$ cat src/rtl/uart_tx_odd_parity_if.sv
// Host-side byte handshake and serial line of the odd-parity UART transmitter.
// The host is the master and the transmitter is the slave.
interface uart_tx_odd_parity_if;
  logic       tx_start;
  logic [7:0] data_in;
  logic       tx_ready;
  logic       tx_busy;
  logic       tx_done;
  logic       tx_out;

  modport master (
    output tx_start, data_in,
    input  tx_ready, tx_busy, tx_done, tx_out
  );

  modport slave (
    input  tx_start, data_in,
    output tx_ready, tx_busy, tx_done, tx_out
  );
endinterface

$ cat src/rtl/uart_tx_odd_parity.sv
// UART TX, 8 data bits LSB first plus odd parity; the frame starts the cycle after acceptance and lasts 11*CLKS_PER_BIT cycles.
// tx_start is ignored while tx_ready=0; `define UART_TX_HOLD_REG_EN adds a one-byte holding register for gapless frames.
module uart_tx_odd_parity #(
  parameter int CLKS_PER_BIT = 434,
  parameter int CNT_W        = 16
) (
  input  logic                 clk,
  input  logic                 reset,
  uart_tx_odd_parity_if.slave  bus
);

  typedef enum logic [2:0] {
    IDLE   = 3'd0,
    START  = 3'd1,
    DATA   = 3'd2,
    PARITY = 3'd3,
    STOP   = 3'd4
  } state_t;

  localparam logic [CNT_W-1:0] LAST = CNT_W'(CLKS_PER_BIT - 1);

  state_t           state, state_nxt;
  logic [CNT_W-1:0] cnt, cnt_nxt;
  logic [2:0]       bit_idx, bit_nxt;
  logic [7:0]       shreg, shreg_nxt;
  logic             par, par_nxt;
  logic             bit_end;
  logic             load;
  logic [7:0]       load_dat;

  logic tx_out_r, tx_ready_r, tx_busy_r, tx_done_r;
  logic tx_out_nxt, tx_ready_nxt, tx_busy_nxt, tx_done_nxt;

`ifdef UART_TX_HOLD_REG_EN
  logic       hold_valid, hold_valid_nxt;
  logic [7:0] hold_dat, hold_dat_nxt;
`endif

  assign bit_end = (cnt == LAST);

  always_comb begin
    state_nxt = state;
    cnt_nxt   = cnt;
    bit_nxt   = bit_idx;
    shreg_nxt = shreg;
    par_nxt   = par;
    load      = 1'b0;
    load_dat  = bus.data_in;
`ifdef UART_TX_HOLD_REG_EN
    hold_valid_nxt = hold_valid;
    hold_dat_nxt   = hold_dat;
`endif

    case (state)
      IDLE: begin
`ifdef UART_TX_HOLD_REG_EN
        if (hold_valid) begin
          load           = 1'b1;
          load_dat       = hold_dat;
          hold_valid_nxt = 1'b0;
        end else if (bus.tx_start) begin
          load = 1'b1;
        end
`else
        if (bus.tx_start) begin
          load = 1'b1;
        end
`endif
      end
      START: begin
        if (bit_end) begin
          state_nxt = DATA;
          cnt_nxt   = '0;
          bit_nxt   = '0;
        end else begin
          cnt_nxt = cnt + CNT_W'(1);
        end
      end
      DATA: begin
        if (bit_end) begin
          cnt_nxt   = '0;
          shreg_nxt = {1'b0, shreg[7:1]};
          if (bit_idx == 3'd7) begin
            state_nxt = PARITY;
          end else begin
            bit_nxt = bit_idx + 3'd1;
          end
        end else begin
          cnt_nxt = cnt + CNT_W'(1);
        end
      end
      PARITY: begin
        if (bit_end) begin
          state_nxt = STOP;
          cnt_nxt   = '0;
        end else begin
          cnt_nxt = cnt + CNT_W'(1);
        end
      end
      STOP: begin
        if (bit_end) begin
          state_nxt = IDLE;
          cnt_nxt   = '0;
`ifdef UART_TX_HOLD_REG_EN
          if (hold_valid) begin
            load           = 1'b1;
            load_dat       = hold_dat;
            hold_valid_nxt = 1'b0;
          end
`endif
        end else begin
          cnt_nxt = cnt + CNT_W'(1);
        end
      end
      default: begin
        state_nxt = IDLE;
        cnt_nxt   = '0;
      end
    endcase

`ifdef UART_TX_HOLD_REG_EN
    // An empty hold register accepts a byte whenever a frame is already running.
    if (bus.tx_start && !hold_valid && (state != IDLE)) begin
      hold_valid_nxt = 1'b1;
      hold_dat_nxt   = bus.data_in;
    end
`endif

    if (load) begin
      state_nxt = START;
      cnt_nxt   = '0;
      bit_nxt   = '0;
      shreg_nxt = load_dat;
      par_nxt   = ~^load_dat;
    end

    // Outputs are derived from the next state so they can be registered without lag.
    case (state_nxt)
      START:   tx_out_nxt = 1'b0;
      DATA:    tx_out_nxt = shreg_nxt[0];
      PARITY:  tx_out_nxt = par_nxt;
      default: tx_out_nxt = 1'b1;
    endcase
    tx_busy_nxt = (state_nxt != IDLE);
    tx_done_nxt = (state_nxt == STOP) && (cnt_nxt == LAST);
`ifdef UART_TX_HOLD_REG_EN
    tx_ready_nxt = ~hold_valid_nxt;
`else
    tx_ready_nxt = (state_nxt == IDLE);
`endif
  end

  always_ff @(posedge clk or negedge reset) begin
    if (!reset) begin
      state      <= IDLE;
      cnt        <= '0;
      bit_idx    <= '0;
      shreg      <= '0;
      par        <= 1'b0;
      tx_out_r   <= 1'b1;
      tx_ready_r <= 1'b1;
      tx_busy_r  <= 1'b0;
      tx_done_r  <= 1'b0;
    end else begin
      state      <= state_nxt;
      cnt        <= cnt_nxt;
      bit_idx    <= bit_nxt;
      shreg      <= shreg_nxt;
      par        <= par_nxt;
      tx_out_r   <= tx_out_nxt;
      tx_ready_r <= tx_ready_nxt;
      tx_busy_r  <= tx_busy_nxt;
      tx_done_r  <= tx_done_nxt;
    end
  end

`ifdef UART_TX_HOLD_REG_EN
  always_ff @(posedge clk or negedge reset) begin
    if (!reset) begin
      hold_valid <= 1'b0;
      hold_dat   <= '0;
    end else begin
      hold_valid <= hold_valid_nxt;
      hold_dat   <= hold_dat_nxt;
    end
  end
`endif

  assign bus.tx_out   = tx_out_r;
  assign bus.tx_ready = tx_ready_r;
  assign bus.tx_busy  = tx_busy_r;
  assign bus.tx_done  = tx_done_r;

endmodule
$ cat src/flat_wrapper.sv
// flat-port wrapper written by rule: the top's interface ports become plain ports
module uart_tx_odd_parity_flat 
#(
  parameter int CLKS_PER_BIT = 434,
  parameter int CNT_W        = 16
)
  (clk, reset, bus_tx_start, bus_data_in, bus_tx_ready, bus_tx_busy, bus_tx_done, bus_tx_out);
  uart_tx_odd_parity_if bus_i ();
  input  logic clk;
  input  logic reset;
  input wire logic [$bits(bus_i.tx_start)-1:0] bus_tx_start;
  input wire logic [$bits(bus_i.data_in)-1:0] bus_data_in;
  output wire logic [$bits(bus_i.tx_ready)-1:0] bus_tx_ready;
  output wire logic [$bits(bus_i.tx_busy)-1:0] bus_tx_busy;
  output wire logic [$bits(bus_i.tx_done)-1:0] bus_tx_done;
  output wire logic [$bits(bus_i.tx_out)-1:0] bus_tx_out;
  assign bus_i.tx_start = bus_tx_start;
  assign bus_i.data_in = bus_data_in;
  assign bus_tx_ready = bus_i.tx_ready;
  assign bus_tx_busy = bus_i.tx_busy;
  assign bus_tx_done = bus_i.tx_done;
  assign bus_tx_out = bus_i.tx_out;
  uart_tx_odd_parity #(.CLKS_PER_BIT(CLKS_PER_BIT), .CNT_W(CNT_W)) u_core (.clk(clk), .reset(reset), .bus(bus_i));
endmodule
$ cat config.mk
export PLATFORM = sky130hd
export DESIGN_NAME = uart_tx_odd_parity_flat
export DESIGN_NICKNAME = d
export VERILOG_FILES = /design/src/rtl/uart_tx_odd_parity_if.sv /design/src/rtl/uart_tx_odd_parity.sv /design/src/flat_wrapper.sv
export SDC_FILE = /design/constraint.sdc
export NUM_CORES = 1
export LEC_CHECK = 0
export CAP_MARGIN = 20
export CORE_ASPECT_RATIO = 0.6
export CORE_UTILIZATION = 55
export DETAILED_ROUTE_END_ITERATION = 8
export GPL_TIMING_DRIVEN = 1
export HOLD_SLACK_MARGIN = 0.15
export PLACE_DENSITY = 0.74
export SETUP_SLACK_MARGIN = 0.2
export SYNTH_ARGS = -nofsm -noshare
export SYNTH_HDL_FRONTEND = slang
export SYNTH_SLANG_ARGS = --single-unit
export TNS_END_PERCENT = 20
$ cat constraint.sdc
create_clock -name clk -period 2.8 [get_ports clk]
set_input_delay 0.7 -clock clk [delete_from_list [all_inputs] [get_ports clk]]
set_output_delay 0.7 -clock clk [all_outputs]
set_load 0.02 [all_outputs]
Word-level counts from Yosys, hierarchy flattened
Cells that the tools add are included.
{"block": "classes", "add_sub_neg": 2, "n_eq_ne": 14, "n_mux": 22, "reduce_logical": 11}
{"op": "16-bit by 9-bit equality test with 1-bit output (second input constant)", "n": 2}
{"op": "16-bit two-way mux", "n": 2}
{"op": "16-bit one-hot mux with 2 select lines", "n": 1}
{"op": "3-bit two-way mux", "n": 10}
{"op": "8-bit two-way mux", "n": 3}
{"op": "16-bit by 1-bit adder with 16-bit output (second input constant)", "n": 1}
{"op": "3-bit one-hot mux with 5 select lines", "n": 1}
{"op": "3-bit by 2-bit equality test with 1-bit output (second input constant)", "n": 4}
{"op": "3-bit equality test (second input constant)", "n": 3}
{"op": "8-bit XNOR reduction", "n": 1}
{"op": "3-bit by 1-bit equality test with 1-bit output (second input constant)", "n": 2}
{"op": "3-bit logical NOT", "n": 2}
{"op": "3-bit by 1-bit inequality test with 1-bit output (second input constant)", "n": 2}
{"op": "3-bit one-hot mux with 2 select lines", "n": 1}
{"op": "3-bit nonzero test", "n": 2}
{"op": "4-bit AND reduction", "n": 1}
{"op": "2-bit nonzero test", "n": 2}
{"op": "4-bit OR reduction", "n": 1}
{"op": "3-bit by 1-bit adder with 3-bit output (second input constant)", "n": 1}
{"op": "1-bit two-way mux", "n": 3}
{"op": "3-bit by 2-bit inequality test with 1-bit output (second input constant)", "n": 1}
{"op": "1-bit one-hot mux with 3 select lines", "n": 1}
{"op": "2-bit AND reduction", "n": 1}
{"op": "1-bit logical AND", "n": 1}
{"block": "word_totals", "regBits": 35, "input_bits": 11, "out_inout_bits": 4, "elab_cells": 59}

Logic depth before layout (Yosys ltp)
Gate-level depths: netlist (run 1).
{"block": "depth", "ltp_word": 7, "ltp_mapped": 11, "ltp_nobuf": 9}

Least setup slack after synthesis (run 1)
OpenSTA, ideal clock, no wires.
{"block": "synth_path", "path_type": "register -> register", "start": "register u_core.cnt[1]", "end": "register u_core.tx_done_r, in the netlist u_core.bus.tx_done", "setup_ns": 0.096, "t_arrival_ns": 2.308, "required_time_ns": 2.704, "path_slack_ns": 0.396, "path_stages_with_launch": 11, "n_path_buf": 1, "synth_period_minus_slack_ns": 2.404, "cell_sequence": "dfrtp_1 > inv_1 > ha_1 > nand4bb_1 > or4_1 > buf_2 > o21ai_4 > o22ai_1 > a21o_1 > or4b_1 > nor4_2"}
{"block": "synth_via", "elab_chain_cells": 6, "word_cells_on_any_way": 14, "cone_classes": "add/sub: 1; eq/ne: 3; mux: 9; reduce/logical: 1"}
{"item": "start, declared", "line_no": "uart_tx_odd_parity.sv:23", "text": "logic [CNT_W-1:0] cnt, cnt_nxt;"}
{"item": "start signal, assigned", "line_no": "uart_tx_odd_parity.sv:166", "text": "cnt <= cnt_nxt;"}
{"item": "16-bit by 1-bit adder with 16-bit output / 16-bit by 9-bit equality test with 1-bit output (equally long branches)"}
{"item": "16-bit two-way mux (*)"}
{"item": "16-bit one-hot mux with 2 select lines (*)", "line_no": "uart_tx_odd_parity.sv:54", "text": "case (state)"}
{"item": "16-bit two-way mux (*)", "line_no": "uart_tx_odd_parity.sv:129", "text": "if (load) begin"}
{"item": "named net u_core.cnt_nxt[13]", "line_no": "uart_tx_odd_parity.sv:23"}
{"item": "16-bit by 9-bit equality test with 1-bit output (*)", "line_no": "uart_tx_odd_parity.sv:145", "text": "tx_done_nxt = (state_nxt == STOP) && (cnt_nxt == LAST);"}
{"item": "1-bit logical AND (*)", "line_no": "uart_tx_odd_parity.sv:145"}
{"item": "named net u_core.tx_done_nxt", "line_no": "uart_tx_odd_parity.sv:32", "text": "logic tx_out_nxt, tx_ready_nxt, tx_busy_nxt, tx_done_nxt;"}
{"item": "end signal, assigned", "line_no": "uart_tx_odd_parity.sv:173", "text": "tx_done_r <= tx_done_nxt;"}
{"item": "end, declared", "line_no": "uart_tx_odd_parity.sv:31", "text": "logic tx_out_r, tx_ready_r, tx_busy_r, tx_done_r;"}
Mark *: on every way through the listed nets, which the timed path passes. The rest lies on a longest branch.
A chain may end at the register's enable or synchronous reset.

Final worst setup path (run 1)
{"block": "layout_path", "start": "register u_core.cnt[0]", "end": "register u_core.tx_done_r, in the netlist u_core.bus.tx_done"}
{"block": "layout_via", "elab_chain_cells": 6, "word_cells_on_any_way": 14, "cone_classes": "add/sub: 1; eq/ne: 3; mux: 9; reduce/logical: 1"}
{"item": "16-bit by 1-bit adder with 16-bit output / 16-bit by 9-bit equality test with 1-bit output (equally long branches)"}
{"item": "16-bit two-way mux, or another cell as far along"}
{"item": "16-bit one-hot mux with 2 select lines / 3-bit one-hot mux with 5 select lines (equally long branches)", "line_no": "uart_tx_odd_parity.sv:54"}
{"item": "16-bit two-way mux / 3-bit two-way mux (equally long branches)", "line_no": "uart_tx_odd_parity.sv:129"}
{"item": "16-bit by 9-bit equality test with 1-bit output / 3-bit equality test (equally long branches)", "line_no": "uart_tx_odd_parity.sv:145"}
{"item": "1-bit logical AND (*)", "line_no": "uart_tx_odd_parity.sv:145"}
{"item": "named net u_core.tx_done_nxt", "line_no": "uart_tx_odd_parity.sv:32"}
Marked as above.

==> results.toml, run 1 <==
[layout]
final_util_pct = 71.2
num_antenna_cells = 0
syn_to_final_growth_pct = 18.2
final_net_count = 271
final_cells = 302
drive_above_1_share_pct = 13.6

[setup_path]
worst_r2r_path_depth = 9
critPathKind = "flop to flop"
reg2reg_from = "u_core.cnt[0]"
worstReg2RegEnd = "u_core.bus.tx_done"
start_kind = "flop"
cp.required_ns = 3.00
arrival_ns = 2.87
r2r_slack_ns = 0.13
worst_setup_path_end_kind = "flop"
cp_max_fo = 6

[sta]
fmax_ghz = 0.375
fin_crit_ns = 2.67
slew_headroom_pct = 43.0
tightest_slew_ns = 0.848
finalMaxSlewViolations = 0
fin_skew_ns = 0.00648
whs_ns = 0.482
period_share_pct = 95.3
rsz0062_at_grt = "true"
setup-tns-final_ns = 0
setup_viol = 0
final_hold_viol_count = 0
setup_ws_ns = 0.131

[floorplanning]
die_h_um = 49.3
rows = 16
die-area_mm2 = 0.00398
start_util_pct = 60.3
die_x_um = 80.8
core_mm2 = 0.00340
io_pins = 15

[logic_synthesis]
yosys_warnings = 0
ys_types = 50
synth_fp_nets = 250
syn_avg_cell_area_um2 = 8.73
async_flop_share_pct = 100
netlist_instances = 235
synthTopCellsByArea = "dfrtp_1 40%, nand2_1 5.3%, nand3_1 4.1%, o21ai_0 3.9%, xnor2_1 3.8%"
synth_edf_count = 0
synth_top_area_share_pct = 40.3
synth_area_mm2 = 0.00205
yosysSeqAreaShare_pct = 42.8
yosysTopAreaCell = "dfrtp_1"
ys_seq_elements = 35
ys.flop_type = "dfrtp_1"

[power]
comb_power_share_pct = 23.1
p_int_uw = 964
seq_power_share_pct = 48.3
p_per_area_mw_per_mm2 = 607
p_sw_share_pct = 34.4
switching_power_uw = 507
leakage_nw = 1.02
clkPwrFrac_pct = 28.6
peakVddDrop_mv = 0.337

[hold_path]
min-delay-start = "u_core.bit_idx[0]"
hp-class = "flop to flop"
worstHoldPathCells = 1
min_delay_worst_endpoint = "u_core.bit_idx[0]"

[drt]
ant_nets = 0
post_drt_wl_per_cell_um = 18.0
vias_per_cell = 6.42
dr.pass1.iters = 5
drc = 0
routed_wl_mm = 5.45
drt_iter0_drc = 294
num_vias = 1938

[place]
pre_cts_slack_ns = 0.108
hpwl_mm = 3.88
globalplace.congestion = 0.978
placed_cells = 290
portBuffers = 14

[cts]
cts_buffers = 5
cts_tree = "yes"
path_clk_slew_ns = 0.07
cts_num_sinks = 35
root_buffer = "clkbuf_8"
htreeDepth = 2
clockBufferDepth = 2
worstSkewPairLatency_ns = 0.30

[global_routing]
antenna_found_initial = 0
gr-total-overflow = 0
grt_pass1_vias = 1746
grt_max_degree = 36
grt_util_all_layers_pct = 30.9
grt_pass1_wl_mm = 8.97

[job]
max-cap-violations = 0

[status]
status = "finished, final reports clean"
[state kept, by name, indices dropped and copies added (netlist names)]
name / count
u_core.cnt: 16
u_core.shreg: 8
u_core.bit_idx: 3
u_core.state: 3
u_core.bus.tx_busy: 1
u_core.bus.tx_done: 1
u_core.bus.tx_out: 1
u_core.bus.tx_ready: 1
u_core.par: 1
[timing repair]
item | CTS | global route
pin swaps | 1 | 2
setup buffers | 0 | 4
hold endpoints to repair | 0 | 0
gates resized for setup | 3 | 1
setup endpoints to repair | 1 | 2
hold buffers | 0 | 0
[per-layer routing]
metal	part of all wire, %	vias up	GRT usage [%]
met4	0.77	0	8.63
met1	48	933	49.3
li1	-	889	-
met5	0	-	0
met3	10	5	10.7
met2	41	111	38.1
[Yosys cell counts (3+ instances only)]
cell / number
buf_2: 5
ha_1: 4
inv_1: 6
xnor2_1: 9
nor4_1: 3
clkbuf_1: 9
o21ai_0: 16
nor3_1: 7
and3_1: 5
a21o_1: 5
nand4_1: 4
a21oi_1: 10
nor2_1: 20
nand3_1: 17
a22oi_1: 5
and2_1: 3
nand2_1: 29
dfrtp_1: 33
o22ai_1: 5
a31oi_1: 3
[worst max path at each step]
stage	from	endpoint	slack, ns	cells after the start
finish	u_core.cnt[0]	u_core.bus.tx_done	0.13	9
CTS	u_core.cnt[1]	u_core.bus.tx_done	0.21	10
global route	u_core.cnt[1]	u_core.bus.tx_done	0.009	10
floorplan	u_core.cnt[1]	u_core.bus.tx_done	0.40	10
detailed placement	u_core.cnt[1]	u_core.bus.tx_done	0.11	10
global placement	u_core.cnt[0]	u_core.bus.tx_done	0.23	9
[cell type report]
type                    count  area [um2]
flip-flops and latches     35         880
well taps                  45        56.3
inverters                   6        22.5
clock buffers               7        96.3
fillers                   268         980
clock inverters             1        7.51
repair buffers             29         265
multi-input cells         179        1100
[power by group through the flow]
| stage | sequential, mW | combinational, mW | clock, mW |
|---|---|---|---|
| detailed placement | 0.711 | 0.308 | 0 |
| floorplan | 0.623 | 0.311 | 0 |
| global route | 0.724 | 0.386 | 0.449 |
| finish | 0.711 | 0.340 | 0.420 |
| global placement | 0.702 | 0.299 | 0 |
| CTS | 0.704 | 0.312 | 0.421 |
[stage by stage]
step,instance area [um2],total power [mW]
2_1_floorplan,2050,0.934
3_3_place_gp,2260,1.00
3_5_place_dp,2260,1.02
4_1_cts,2370,1.44
5_1_grt,2420,1.56
6_report,2420,1.47
[layout by cell type (no fill, tap or decap), drive strengths merged, types with 5 or more instances in the layout]
cell type / count
a21o: 5
a21oi: 10
a22oi: 5
and3: 5
buf: 15
clkbuf: 7
clkdlybuf4s50: 14
dfrtp: 33
inv: 6
nand2: 29
nand3: 17
nor2: 20
nor3: 8
o21ai: 17
o22ai: 5
xnor2: 9
[cell families (layout without fill, tap and decap cells)]
group | Yosys count | after routing | share of synthesized area [%]
AO/OA/AOI/OAI | 60 | 60 | 19.5
XOR/XNOR | 11 | 11 | 4.70
adder cells (fa/ha/maj) | 4 | 4 | 2.44
buffers and inverters | 21 | 43 | 4.51
flip-flops | 35 | 35 | 42.8
multiplexers | 3 | 3 | 1.53
AND/OR/NAND/NOR | 101 | 101 | 24.5
[worst max-delay path, stage by stage, from the launching register on]
cell       delay [ns]
dfrtp_2          0.43
ha_1             0.18
nand4bb_1        0.14
or4_4            0.56
o21ai_4          0.21
buf_12           0.13
a21oi_1          0.03
a21o_1           0.20
or4b_1           0.53
nor4_2           0.16
Power figures use the tool's default switching activity.
==> run 2: changes to the inputs <==
Settings changed: CORE_UTILIZATION 55 to 50, PLACE_DENSITY 0.74 to 0.68.
==> results.toml, run 2 (synthesis results as in run 1) <==
[status]
status = "complete, but fails checks"
violations = "DRC"

[setup_path]
timing.critical_path.buf_inv = 1
cp_max_fo = 8
cp.required_ns = 3.01
cpMaxStageDelayCell = "or4_4"
slowest_delay_ns = 0.50
cpLargestDelayFamily = "simple AND/OR/NAND/NOR gates"
cp_num_cells = 9
worst_setup_path_end_kind = "flop"
critPathKind = "flop to flop"
arrival_ns = 2.82
reg2reg_from = "u_core.cnt[1]"
cp_cell_sequence = "inv_1, ha_1, nand4bb_1, or4_4, o21ai_4, o22ai_1, a21o_1, or4b_1, nor4_2"
worstSetupStartpoint = "u_core.cnt[1]"
start_kind = "flop"
worst_r2r_path_depth = 9

[power]
clkPwrFrac_pct = 30.3
comb_power_share_pct = 25.2
switching_power_uw = 508
p_per_area_mw_per_mm2 = 623
seq_power_share_pct = 44.5
p_int_mw = 1.02
peakVddDrop_mv = 0.360
leakage_nw = 1.05
p_sw_share_pct = 33.2

[floorplanning]
io_pins = 15
core_mm2 = 0.00379
die-area_mm2 = 0.00437
start_util_pct = 54.2
die_x_um = 84.7
die_h_um = 51.6
rows = 17

[drt]
post_drt_wl_per_cell_um = 17.1
routed_wl_mm = 5.24
vias_per_cell = 6.13
ant_nets = 0
num_vias = 1882
drc = 1
dr.pass1.iters = 9
drt_iter0_drc = 177

[sta]
period_share_pct = 93.2
tightest_slew_ns = 0.536
fin_skew_ns = 0.0116
setup_ws_ns = 0.189
final_hold_viol_count = 0
whs_ns = 0.500
finalMaxSlewViolations = 0
setup_viol = 0
slew_headroom_pct = 63.8
setup-tns-final_ns = 0
fin_crit_ns = 2.61
fmax_ghz = 0.383
rsz0062_at_grt = "true"

[layout]
reg.largest.list = "u_core.cnt: 16 flops, u_core.shreg: 8 flops"
final_cell_mix = "33 x dfrtp_1, 29 x nand2_1, 20 x nor2_1"
largest_reg_flops = 16
final_net_count = 274
final_area_mm2 = 0.00246
drive_above_1_share_pct = 14.6
syn_to_final_growth_pct = 19.9
num_antenna_cells = 0
final_common_cell = "dfrtp_1"
regMostFlops = "u_core.cnt"

[place]
pre_cts_slack_ns = 0.162
placed_cell_area_mm2 = 0.00231
globalplace.congestion = 0.939
portBuffers = 14
hpwl_mm = 3.88

[cts]
cts_tree = "yes"
cts_buffers = 5
htreeDepth = 2
cts_num_sinks = 35
root_buffer = "clkbuf_8"
path_clk_slew_ns = 0.08
clockBufferDepth = 2
worstSkewPairLatency_ns = 0.30

[global_routing]
gr-total-overflow = 0
grt_util_all_layers_pct = 26.5
antenna_found_initial = 0
grt_pass1_vias = 1717
grt_max_degree = 36
grt_pass1_wl_mm = 8.67

[job]
max-cap-violations = 0

[hold_path]
worstHoldPathCells = 2
hp-class = "flop to flop"
min-delay-start = "u_core.shreg[6]"
[run 2: final timing paths]
check	to	slack [ns]
hold / removal	u_core.shreg[5]	0.50
setup reg to reg	u_core.bus.tx_done	0.19
max in group asynchronous	u_core.bus.tx_ready	1.65
min in group asynchronous	u_core.cnt[4]	0.81
hold reg to reg	u_core.shreg[5]	0.50
setup / recovery	u_core.bus.tx_done	0.19
[run 2: area by class of cell]
type                       instances  area [um2]
fill                             308        1330
multi-input combinational        179        1110
sequential                        35         878
timing repair buffer              32         275
clock buffer                       5        68.8
tap                               47        58.8
clock inverter                     3        43.8
inverter                           6        22.5
[run 2: what timing repair did]
| item | 4_1_cts | 5_1_grt |
|---|---|---|
| setup buffers | 0 | 1 |
| hold buffers | 0 | 0 |
| gates cloned | 0 | 0 |
| gates resized for setup | 2 | 3 |
| pin swaps | 0 | 1 |
| setup endpoints to repair | 1 | 1 |
[run 2: power groups by stage]
stage          Sequential (mW)  Combinational, mW  Clock [mW]
2_1_floorplan            0.623              0.311           0
3_3_place_gp             0.678              0.356           0
3_5_place_dp             0.683              0.363           0
4_1_cts                  0.675              0.368       0.472
5_1_grt                  0.694              0.432       0.492
6_report                 0.682              0.385       0.464
[run 2: per-layer routing]
| metal | GRT usage, % | part of all wire (%) | up-vias | routed length (um) |
|---|---|---|---|---|
| li1 | - | - | 894 | - |
| met3 | 6.03 | 10 | 7 | 524 |
| met5 | 0 | 0 | - | 0 |
| met2 | 36.4 | 40 | 95 | 2110 |
| met1 | 40.6 | 49 | 886 | 2570 |
| met4 | 8.19 | 0.67 | 0 | 35 |
[run 2: metrics by stage]
step | util (%) | power (mW) | cells
final | 64.9 | 1.53 | 307
after floorplan | - | 0.934 | 235
after detailed placement | 60.9 | 1.05 | 298
after global routing | 64.9 | 1.62 | 307
after global placement | 60.9 | 1.03 | 298
after CTS | 64.2 | 1.51 | 306
[run 2: tightest hold or removal path, cell delays in order (launching register included)]
cell and delay, ns:
dfrtp_1 0.35, a22oi_1 0.07, nand2_1 0.06
